--- config.mk ---
export PLATFORM = sky130hd
export DESIGN_NAME = spi_tx_control
export DESIGN_NICKNAME = d
export VERILOG_FILES = /design/src/rtl/spi_tx_control.sv
export SDC_FILE = /design/constraint.sdc
export NUM_CORES = 1
export LEC_CHECK = 0
export CORE_AREA = 3 3 67 69
export CTS_CLUSTER_SIZE = 8
export DETAILED_ROUTE_END_ITERATION = 7
export DIE_AREA = 0 0 70 72
export GPL_TIMING_DRIVEN = 0
export PLACE_DENSITY_LB_ADDON = 0.1
export SYNTH_ARGS = -nofsm -noshare
export SYNTH_HDL_FRONTEND = slang
export SYNTH_SLANG_ARGS = --single-unit
--- constraint.sdc ---
create_clock -name clk -period 1.57 [get_ports clk]
set_input_delay 0.157 -clock clk [delete_from_list [all_inputs] [get_ports clk]]
set_output_delay 0.157 -clock clk [all_outputs]
set_load 0.005 [all_outputs]
--- src/rtl/spi_tx_control.sv ---
// SPI command handler for the coax transmit path: turns (hi, lo) byte pairs into 10-bit TX FIFO words.
// Optional: define SPI_TX_CONTROL_AUTO_START_EN to pulse tx_start early once AUTO_START_THRESHOLD words are queued.
module spi_tx_control #(
  parameter int COUNT_WIDTH          = 8,
  parameter int AUTO_START_THRESHOLD = 8
) (
  input  logic       clk,
  input  logic       reset,
  input  logic       spi_cs,
  input  logic [7:0] spi_rx_data,
  input  logic       spi_rx_strobe,
  output logic [7:0] spi_tx_data,
  output logic       spi_tx_strobe,
  output logic [9:0] tx_data,
  output logic       tx_load_strobe,
  input  logic       tx_full,
  input  logic       tx_empty,
  input  logic       tx_active,
  output logic       tx_start
);

  // state   | meaning
  // IDLE    | waiting for a 0x?4 command byte
  // STATUS  | one cycle: queue the FIFO status reply
  // HI      | waiting for the high byte of a pair
  // LO      | waiting for the low byte; completes and writes the word
  // DISCARD | protocol error seen, ignore bytes until deselect
  typedef enum logic [2:0] {
    S_IDLE,
    S_STATUS,
    S_HI,
    S_LO,
    S_DISCARD
  } state_t;

`ifdef SPI_TX_CONTROL_AUTO_START_EN
  localparam bit AUTO_EN = 1'b1;
`else
  localparam bit AUTO_EN = 1'b0;
`endif
  localparam logic [COUNT_WIDTH-1:0] AUTO_THRESH = COUNT_WIDTH'(AUTO_START_THRESHOLD);

  state_t                 state;
  logic [1:0]             hi;
  logic [COUNT_WIDTH-1:0] count;
  logic                   overflow;
  logic                   proto_err;
  logic                   started;

  logic [COUNT_WIDTH-1:0] count_inc;
  logic [COUNT_WIDTH-1:0] count_next;
  logic                   overflow_next;
  logic                   cs_start;
  logic                   auto_start;

  always_comb begin
    count_inc     = (&count) ? count : count + 1'b1;
    count_next    = tx_full ? count : count_inc;
    overflow_next = overflow | tx_full;
    // Only a frame that was mid-pair or between pairs can start; DISCARD never does.
    cs_start      = ((state == S_HI) || (state == S_LO)) && (count != '0) &&
                    !proto_err && !started;
    auto_start    = AUTO_EN && !tx_full && (count_inc == AUTO_THRESH) && !started;
  end

  always_ff @(posedge clk) begin
    if (reset) begin
      state          <= S_IDLE;
      hi             <= '0;
      count          <= '0;
      overflow       <= 1'b0;
      proto_err      <= 1'b0;
      started        <= 1'b0;
      spi_tx_data    <= '0;
      spi_tx_strobe  <= 1'b0;
      tx_data        <= '0;
      tx_load_strobe <= 1'b0;
      tx_start       <= 1'b0;
    end else begin
      spi_tx_strobe  <= 1'b0;
      tx_load_strobe <= 1'b0;
      tx_start       <= 1'b0;
      if (spi_cs) begin
        // Deselect overrides everything; a pending hi byte is simply dropped.
        state <= S_IDLE;
        if (cs_start) begin
          tx_start <= 1'b1;
          started  <= 1'b1;
        end
      end else begin
        case (state)
          S_IDLE: begin
            if (spi_rx_strobe && (spi_rx_data[3:0] == 4'h4)) begin
              overflow  <= 1'b0;
              proto_err <= 1'b0;
              count     <= '0;
              started   <= 1'b0;
              state     <= S_STATUS;
            end
          end
          S_STATUS: begin
            spi_tx_data   <= {tx_active, tx_full, tx_empty, 5'b0};
            spi_tx_strobe <= 1'b1;
            state         <= S_HI;
          end
          S_HI: begin
            if (spi_rx_strobe) begin
              if (|spi_rx_data[7:2]) begin
                proto_err <= 1'b1;
                state     <= S_DISCARD;
              end else begin
                hi    <= spi_rx_data[1:0];
                state <= S_LO;
              end
            end
          end
          S_LO: begin
            if (spi_rx_strobe) begin
              if (tx_full) begin
                overflow <= 1'b1;
              end else begin
                tx_data        <= {hi, spi_rx_data};
                tx_load_strobe <= 1'b1;
                count          <= count_inc;
                if (auto_start) begin
                  tx_start <= 1'b1;
                  started  <= 1'b1;
                end
              end
              spi_tx_data   <= {overflow_next, proto_err, count_next[5:0]};
              spi_tx_strobe <= 1'b1;
              state         <= S_HI;
            end
          end
          S_DISCARD: state <= S_DISCARD;
          default:   state <= S_IDLE;
        endcase
      end
    end
  end

endmodule

==> results of run 1 <==
sequential cells by signal, summed over array words and instances (netlist names):
signal / flops
spi_tx_strobe: 1
state: 3
overflow: 1
tx_load_strobe: 1
proto_err: 1
started: 1
tx_start: 1
hi: 2
tx_data: 10
spi_tx_data: 8
count: 8
final cells by class:
cell class                      count  area share
Clock inverter                      1    0.001944
Sequential cell                    37      0.2940
Buffer                              9     0.02138
Tap cell                           50     0.02430
Multi-Input combinational cell    153      0.4227
Clock buffer                        7     0.03741
Timing Repair Buffer               49      0.1837
Inverter                           10     0.01458
per-layer routing:
| metal | GRT usage | vias to the layer above |
|---|---|---|
| li1 | - | 880 |
| met1 | 0.2597 | 851 |
| met4 | 0.06809 | 0 |
| met5 | 0 | - |
| met2 | 0.2896 | 54 |
| met3 | 0.04709 | 6 |
synthesized netlist by cell type, types with 3 or more instances:
master / number
sky130_fd_sc_hd__a21o_1: 6
sky130_fd_sc_hd__a21oi_1: 20
sky130_fd_sc_hd__a311oi_1: 5
sky130_fd_sc_hd__a31oi_1: 3
sky130_fd_sc_hd__and3_1: 3
sky130_fd_sc_hd__clkbuf_1: 11
sky130_fd_sc_hd__dfxtp_1: 37
sky130_fd_sc_hd__inv_1: 10
sky130_fd_sc_hd__nand2_1: 21
sky130_fd_sc_hd__nand3_1: 7
sky130_fd_sc_hd__nand4_1: 3
sky130_fd_sc_hd__nor2_1: 15
sky130_fd_sc_hd__nor3_1: 6
sky130_fd_sc_hd__nor3_2: 3
sky130_fd_sc_hd__o21ai_0: 16
sky130_fd_sc_hd__or3_1: 5
power breakdown:
| part | leakage [nW] | total [mW] | switching, mW | internal [mW] |
|---|---|---|---|---|
| registers | 0.302 | 0.933 | 0.000927 | 0.932 |
| clock network | 0.0542 | 0.734 | 0.337 | 0.397 |
| logic | 0.602 | 0.124 | 0.0668 | 0.0576 |
worst max-delay path: stages (launching register included):
cell	delay, ns
sky130_fd_sc_hd__dfxtp_4	0.36
sky130_fd_sc_hd__or3b_1	0.37
sky130_fd_sc_hd__buf_6	0.14
sky130_fd_sc_hd__or3_4	0.41
sky130_fd_sc_hd__nor3_4	0.18
sky130_fd_sc_hd__a211o_1	0.11
logic make-up (layout without fill, tap and decap cells):
kind of cell / after synthesis / in the layout / synth area share
and+or+nand+nor: 85 / 85 / 0.2706
AOI/OAI and AO/OA: 64 / 64 / 0.2346
DFF: 37 / 37 / 0.4108
buffers and inverters: 24 / 76 / 0.05899
adders and majority gates: 2 / 2 / 0.01388
muxes: 2 / 2 / 0.01110
worst paths after layout:
path / to / slack (ns)
hold reg to reg: tx_start / 0.43
setup reg to reg: count[1] / -0.05
setup / recovery: count[1] / -0.05
hold / removal: tx_data[1] / 0.18
timing repair:
action,in CTS,in global routing
resized for setup,26,38
setup buffers,7,7
pin swaps,12,7
gates cloned,0,0
setup endpoints to repair,31,29
metrics by stage:
stage	setup WS [ns]	setup TNS, ns
3_5_place_dp	-0.5665	-15.57
4_1_cts	-0.1683	-1.797
3_3_place_gp	-0.5617	-15.74
2_1_floorplan	-0.09808	-0.6601
6_report	-0.05175	-0.3937
5_1_grt	-0.1051	-1.464
==> run summary, run 1 <==
The leakage power figure is 0.9577 nW. In this run the most critical hold path is launched from spi_rx_data[1]. The share of cells above drive strength 1 came out at 0.2519. The tools report the final design instance area without fill as 0.002575 sq mm.

The detailed route wirelength on metal2 was 2178 um; the detailed-route wire length per cell was 15.28 um. By area the synthesized netlist is led by sky130_fd_sc_hd__dfxtp_1, sky130_fd_sc_hd__a21oi_1, sky130_fd_sc_hd__o21ai_0. For the pin with the worst max-slew slack, the measured transition is 0.5164 ns.

The number of nets in the finished design was 282. The worst hold path belongs to the class primary input to flop. The period utilization came out at 1.033.

Initial standard-cell utilization of the core: 0.4540. After detailed routing, the total wire length is 4829 um. The worst register-to-register path begins at state[2]. The mapped netlist covers 0.001803 sq mm. Measured in cells, the most critical reg-to-reg path has a length of 5. At the worst endpoint, the required time is 1.80 ns. Along the worst hold path, the cell count comes to 3.

The multi-input combinational cells in the finished layout cover a total of 0.001089 sq mm. After synthesis, the mean cell area works out to 8.425 sq um. Counting flops with a built-in enable in the synthesized netlist gives 0. The remaining number of nets flagged by the antenna check after routing came out at 0. At the worst endpoint, the arrival time is 1.86 ns. The sequential-to-total area share from yosys stat was 0.4108; the gate count of the mapped netlist was 214. In this run the worst path has a maximum fanout of 6.

The number of global-route vias before repair came out at 1,657. The register clock-pin slew on the reported worst setup and hold paths is 0.07 ns, and the total area of sequential cells is 757.0 sq um. After floorplanning, the core was sized to cover 0.003971 sq mm. Number of synthesized register bits: 37.

Routed signal wires occupy layers up through met4. The area growth from synthesis to layout is 42.82%. For the worst-skew pair, the clock arrives at the later sink with an insertion delay of 0.29 ns. The initial antenna violation count came out at 0. The aggregate global routing overflow was 0; the global routing usage summed across all routing layers was 0.1890. Met3 routed wirelength: 270 um.

The logs give 36 for the I/O pin count and 12 for the maximum number of pins on one net before global-route repair. Leaving out fill and tap cells, the most frequent cell in the layout is sky130_fd_sc_hd__dfxtp_1. VDD sags by at most 0.4787 mV. The share of async-settable or async-resettable flops after synthesis is 0, and the number of I/O port buffers is 35. The completed layout was analyzed and its total power is 1.791 mW. Power per cell area: 695.7 mW/mm^2. The clock drives 37 sinks. The remaining max-slew budget at the tightest pin was 0.6557. After detailed placement, the total cell area comes to 0.002216 sq mm. The number of detailed-routing iterations run before antenna repair is 4, and the max-cap violation count is 0. For this design, the CTS-stage hold fixing added 0 buffers. Setup violations remaining at the end of the flow were counted as 19. The fraction of post-synthesis cell area in the top cell type by area was 0.4108; the overall die area was 0.005040 sq mm.

CTS built an H-tree with a depth of 2. TritonCTS built the clock tree. The Yosys step of the flow raised 0 warnings. The floorplan step set the die height to 72 um.

Number of endpoints with negative hold slack in the final report: 0. Setup repair after global routing could not meet its margin everywhere. The worst-case setup margin in the final layout came out at -0.05175 ns. Based on the critical path, the design can be clocked at up to 616.6 MHz. The run finished, with violations left. The worst hold margin is 0.1758 ns, and the instance count after placement with tap cells included is 299. Routability-driven placement finished with a final weighted congestion of 0.8559. After filler insertion, the fill cell instance count of the layout stands at 355.

In this run the worst setup path begins at state[2]. The library cells used most frequently in the layout, excluding fill and tap cells, are sky130_fd_sc_hd__dfxtp_1, sky130_fd_sc_hd__clkdlybuf4s50_1, sky130_fd_sc_hd__nand2_1, sky130_fd_sc_hd__a21oi_1, sky130_fd_sc_hd__nor2_1. The smallest clock period supported by the final layout is computed as 1.622 ns. Synthesis instantiated 44 different standard cells from the library. The kind of critical path was flop to flop.

The logs give 0 for the number of antenna diodes and 7748 um for the first-pass GRT wire length. The worst-case clock skew was 0.004598 ns; the number of rows in the core area was 23. The via density per instance is 5.668.

The tools report the detailed-routing wirelength on met1 as 2315 um. In this run the clock root is driven by a sky130_fd_sc_hd__clkbuf_8. The final reports fail on negative setup slack. For this run, the leading register cell type out of synthesis is sky130_fd_sc_hd__dfxtp_1. The HPWL after detailed placement is 3238 um. For the residual DRC count, the log shows 0. The number of nets in the synthesized netlist came out at 231. After the flow finishes, the layout carries non-filler instances totaling 316. Of all cell types, the one taking the most synthesized area is sky130_fd_sc_hd__dfxtp_1. The count of final max-slew check failures was 0. STA classifies the critical path endpoint as a flop. The tools report the via count as 1,791.

Element type at the critical path start: a flop. Clock tree synthesis inserted a total of 5 buffers. The floorplan step set the die width to 70 um. Counting along the longest clock path gives a buffer depth of 2. For this block, the initial DRC count from the detailed router was 112.

The end-of-flow core utilization came out at 0.6484.
Power figures use the tool's default switching activity.
==> inputs of run 2 (changes only) <==
CTS_CLUSTER_SIZE = default   (was 8)
SKIP_CTS_REPAIR_TIMING = 1   (was default)
==> run 2 against run 1 <==
The flow still finishes with violations (negative setup slack). Fmax down 6.2%. Critical path depth unchanged. Final cell count unchanged. Clock skew down 0.0016 ns. Non-clock buffer count unchanged. Critical endpoint unchanged. Largest cell class unchanged. Largest power group unchanged.
==> run summary, run 2 (synthesis gave the netlist of run 1 again) <==
The run gives 1.80 ns (about the same) as the required arrival time at the worst endpoint. By startpoint and endpoint, the worst setup path is classified as flop to flop. The peak clock frequency supported by timing was 578.5 MHz (-6.2%); the largest stage delay on the critical path was 0.47 ns (+0.06 ns).

The worst hold margin is 0.1772 ns (+0.001382 ns), and the end-of-flow core utilization is 0.6503 (+0.001891). The logs give 23 (unchanged) for the number of rows in the core area and 0 (unchanged) for the number of antenna diodes. Sink count of the clock tree: 37 (unchanged). The die outline height is 72 um (unchanged). Internal power consumption: 1.392 mW (+0.38%). Leaving out fill and tap cells, the most frequent cells in the layout are sky130_fd_sc_hd__dfxtp_1, sky130_fd_sc_hd__clkdlybuf4s50_1, sky130_fd_sc_hd__nand2_1, sky130_fd_sc_hd__a21oi_1, sky130_fd_sc_hd__nor2_1. The detailed-route wire length per cell was 15.32 um (+0.27%); the placeable core region was 0.003971 sq mm (unchanged). Category of the worst setup path capture point: a flop. The final critical delay including setup and external delays works out to 1.729 ns (+0.1068 ns). TritonCTS built the clock tree.

The I/O pin count was 36 (unchanged); the H-tree level count was 2 (unchanged). The initial antenna violation count was 0 (unchanged); the relative area change from synthesis to final layout was 43.23%. The run gives 1,578 (-4.8%) as the number of global-route vias before repair.

The flow ran to the end, but the final reports show violations. The DRC violation total after the first TritonRoute iteration came out at 70 (-38%). The tools report the clock root buffer master as sky130_fd_sc_hd__clkbuf_8.

The setup slack at placement is -0.5665 ns (unchanged), and the number of endpoints with negative hold slack in the final report is 0 (unchanged). The final count of negative-setup-slack endpoints is 23 (+4), and the number of nets in the finished design is 282 (unchanged). The via density per instance was 5.712 (+0.78%).

Global routing usage summed across all routing layers: 0.1841 (-0.004936). The tools report the initial standard-cell utilization of the core as 0.4540 (unchanged). The switching share of power was 0.2240 (-0.002195); the sum of routed wire length over all layers was 4842 um (+0.27%). The register clock-pin slew on the reported worst setup and hold paths works out to 0.07 ns (about the same). The max-cap violation count came out at 0 (unchanged). The slowest stage of the critical path is the sky130_fd_sc_hd__or3_4 cell. The count of fill cells added during filler insertion was 355 (unchanged); the first-pass GRT wire length was 7514 um (-3.0%).

The part of the total power dissipated in sequential elements was 0.522 (about the same). The floorplan die width works out to 70 um (unchanged). The part of the power in the clock network was 0.407 (-0.003); the overall die area was 0.005040 sq mm (unchanged). The run gives 1,805 (+0.78%) as the via count.

The maximum number of pins on one net before global-route repair was 12 (unchanged). The worst-case clock skew is 0.003013 ns (-0.001586 ns), and the power per cell area is 694.4 mW/mm^2 (-0.19%). The tools report the latest clock arrival within the worst-skew pair as 0.29 ns (about the same). The logs give 0 (unchanged) for the aggregate global routing overflow and 0 (unchanged) for the residual DRC count. The critical path goes through or3b_1 -> buf_6 -> or3_4 -> nor3_4 -> a211o_1.

The run gives 0 (unchanged) as the count of final max-slew check failures. The logs give 2 (unchanged) for the worst-case clock buffer depth and 4 (unchanged) for the number of detailed-routing iterations run before antenna repair. Flip-flop count of the largest register, all copies and words added: 10 (unchanged). The final design instance area without fill came out at 0.002582 sq mm (+0.29%). The tools report the total CTS buffers as 5 (unchanged). The tools report the element type at the critical path start as a flop. The transition time at the pin with the least slew margin is 0.5124 ns (-0.004039 ns), and the period utilization is 1.101 (+0.06804). The part of the total power dissipated in combinational logic is 0.071 (+0.002), and the remaining max-slew budget at the tightest pin is 0.6584 (+0.002693). Net switching component of the power: 0.4016 mW (-0.87%). The final reports fail on negative setup slack. Setup repair after global routing could not meet its margin everywhere. The number of I/O port buffers is 35 (unchanged). The min-delay analysis places its worst path in the category primary input to flop.

The largest registers in the layout are tx_data x10, count x8, spi_tx_data x8. The maximum fanout along the worst path works out to 6 (unchanged). The run gives 0.002216 sq mm (unchanged) as the area of placed instances.

Leaving out fill and tap cells, the most frequent cell in the layout is sky130_fd_sc_hd__dfxtp_1. The worst endpoint data arrival time is 1.96 ns (+0.10 ns), and the summed negative setup slack over all endpoints is -1.268 ns (-0.8745 ns). For the routability-driven placement congestion ratio, the log shows 0.8559 (unchanged). The share of cells above drive strength 1 was 0.2368 (-0.01504).

The leakage power figure was 0.9980 nW (+4.2%); the detailed placer's ending HPWL was 3238 um (unchanged). For the remaining number of nets flagged by the antenna check after routing, the log shows 0 (unchanged). The tools report the maximum ir drop on the vdd rail as 0.4779 mV (-0.15%). tx_data holds more flip-flops than any other register. The worst-case setup margin in the final layout came out at -0.1586 ns (-0.1068 ns).
==> run 2: final cells by class <==
type / count / area, sq um / area share
multi-input combinational: 153 / 1089 / 0.4215
sequential: 37 / 752.0 / 0.2912
timing repair buffer: 49 / 485.5 / 0.1880
clock buffer: 7 / 96.34 / 0.03731
tap: 50 / 62.56 / 0.02422
buffer: 9 / 55.05 / 0.02132
inverter: 10 / 37.54 / 0.01453
clock inverter: 1 / 5.005 / 0.001938
==> run 2: worst max-delay path, delay by kind of cell (launching register included) <==
| kind | cells | cell delay, ns |
|---|---|---|
| buffers and inverters | 1 | 0.14 |
| flip-flops | 1 | 0.36 |
| AND/OR/NAND/NOR | 3 | 1.06 |
| AO/OA/AOI/OAI | 1 | 0.11 |
==> run 2: power groups by stage <==
stage	Clock, mW	Combinational (mW)	Sequential, mW
floorplan	0	0.0418	0.961
global placement	0	0.104	0.961
detailed placement	0	0.104	0.961
CTS	0.748	0.105	0.939
global route	0.782	0.136	0.936
finish	0.730	0.127	0.936
==> run 2: per-layer routing <==
layer / vias up / routed length, um / global-route usage
met2: 62 / 2215 / 0.2823
met3: 10 / 290 / 0.04571
li1: 883 / - / -
met5: - / 0 / 0
met1: 850 / 2263 / 0.2565
met4: 0 / 73 / 0.05745
==> run 2: path summary, 6_finish.rpt <==
| path | startpoint | to | slack [ns] | cells past startpoint |
|---|---|---|---|---|
| max | state[2] | count[1] | -0.16 | 5 |
| max reg2reg | state[2] | count[1] | -0.16 | 5 |
| min | spi_rx_data[3] | tx_data[3] | 0.18 | 3 |
| min reg2reg | overflow | overflow | 0.45 | 2 |
==> run 2: per-stage QoR <==
step | cells | total power [mW]
6_report | 316 | 1.793
3_3_place_gp | 299 | 1.065
4_1_cts | 307 | 1.792
5_1_grt | 316 | 1.853
2_1_floorplan | 214 | 1.003
3_5_place_dp | 299 | 1.065
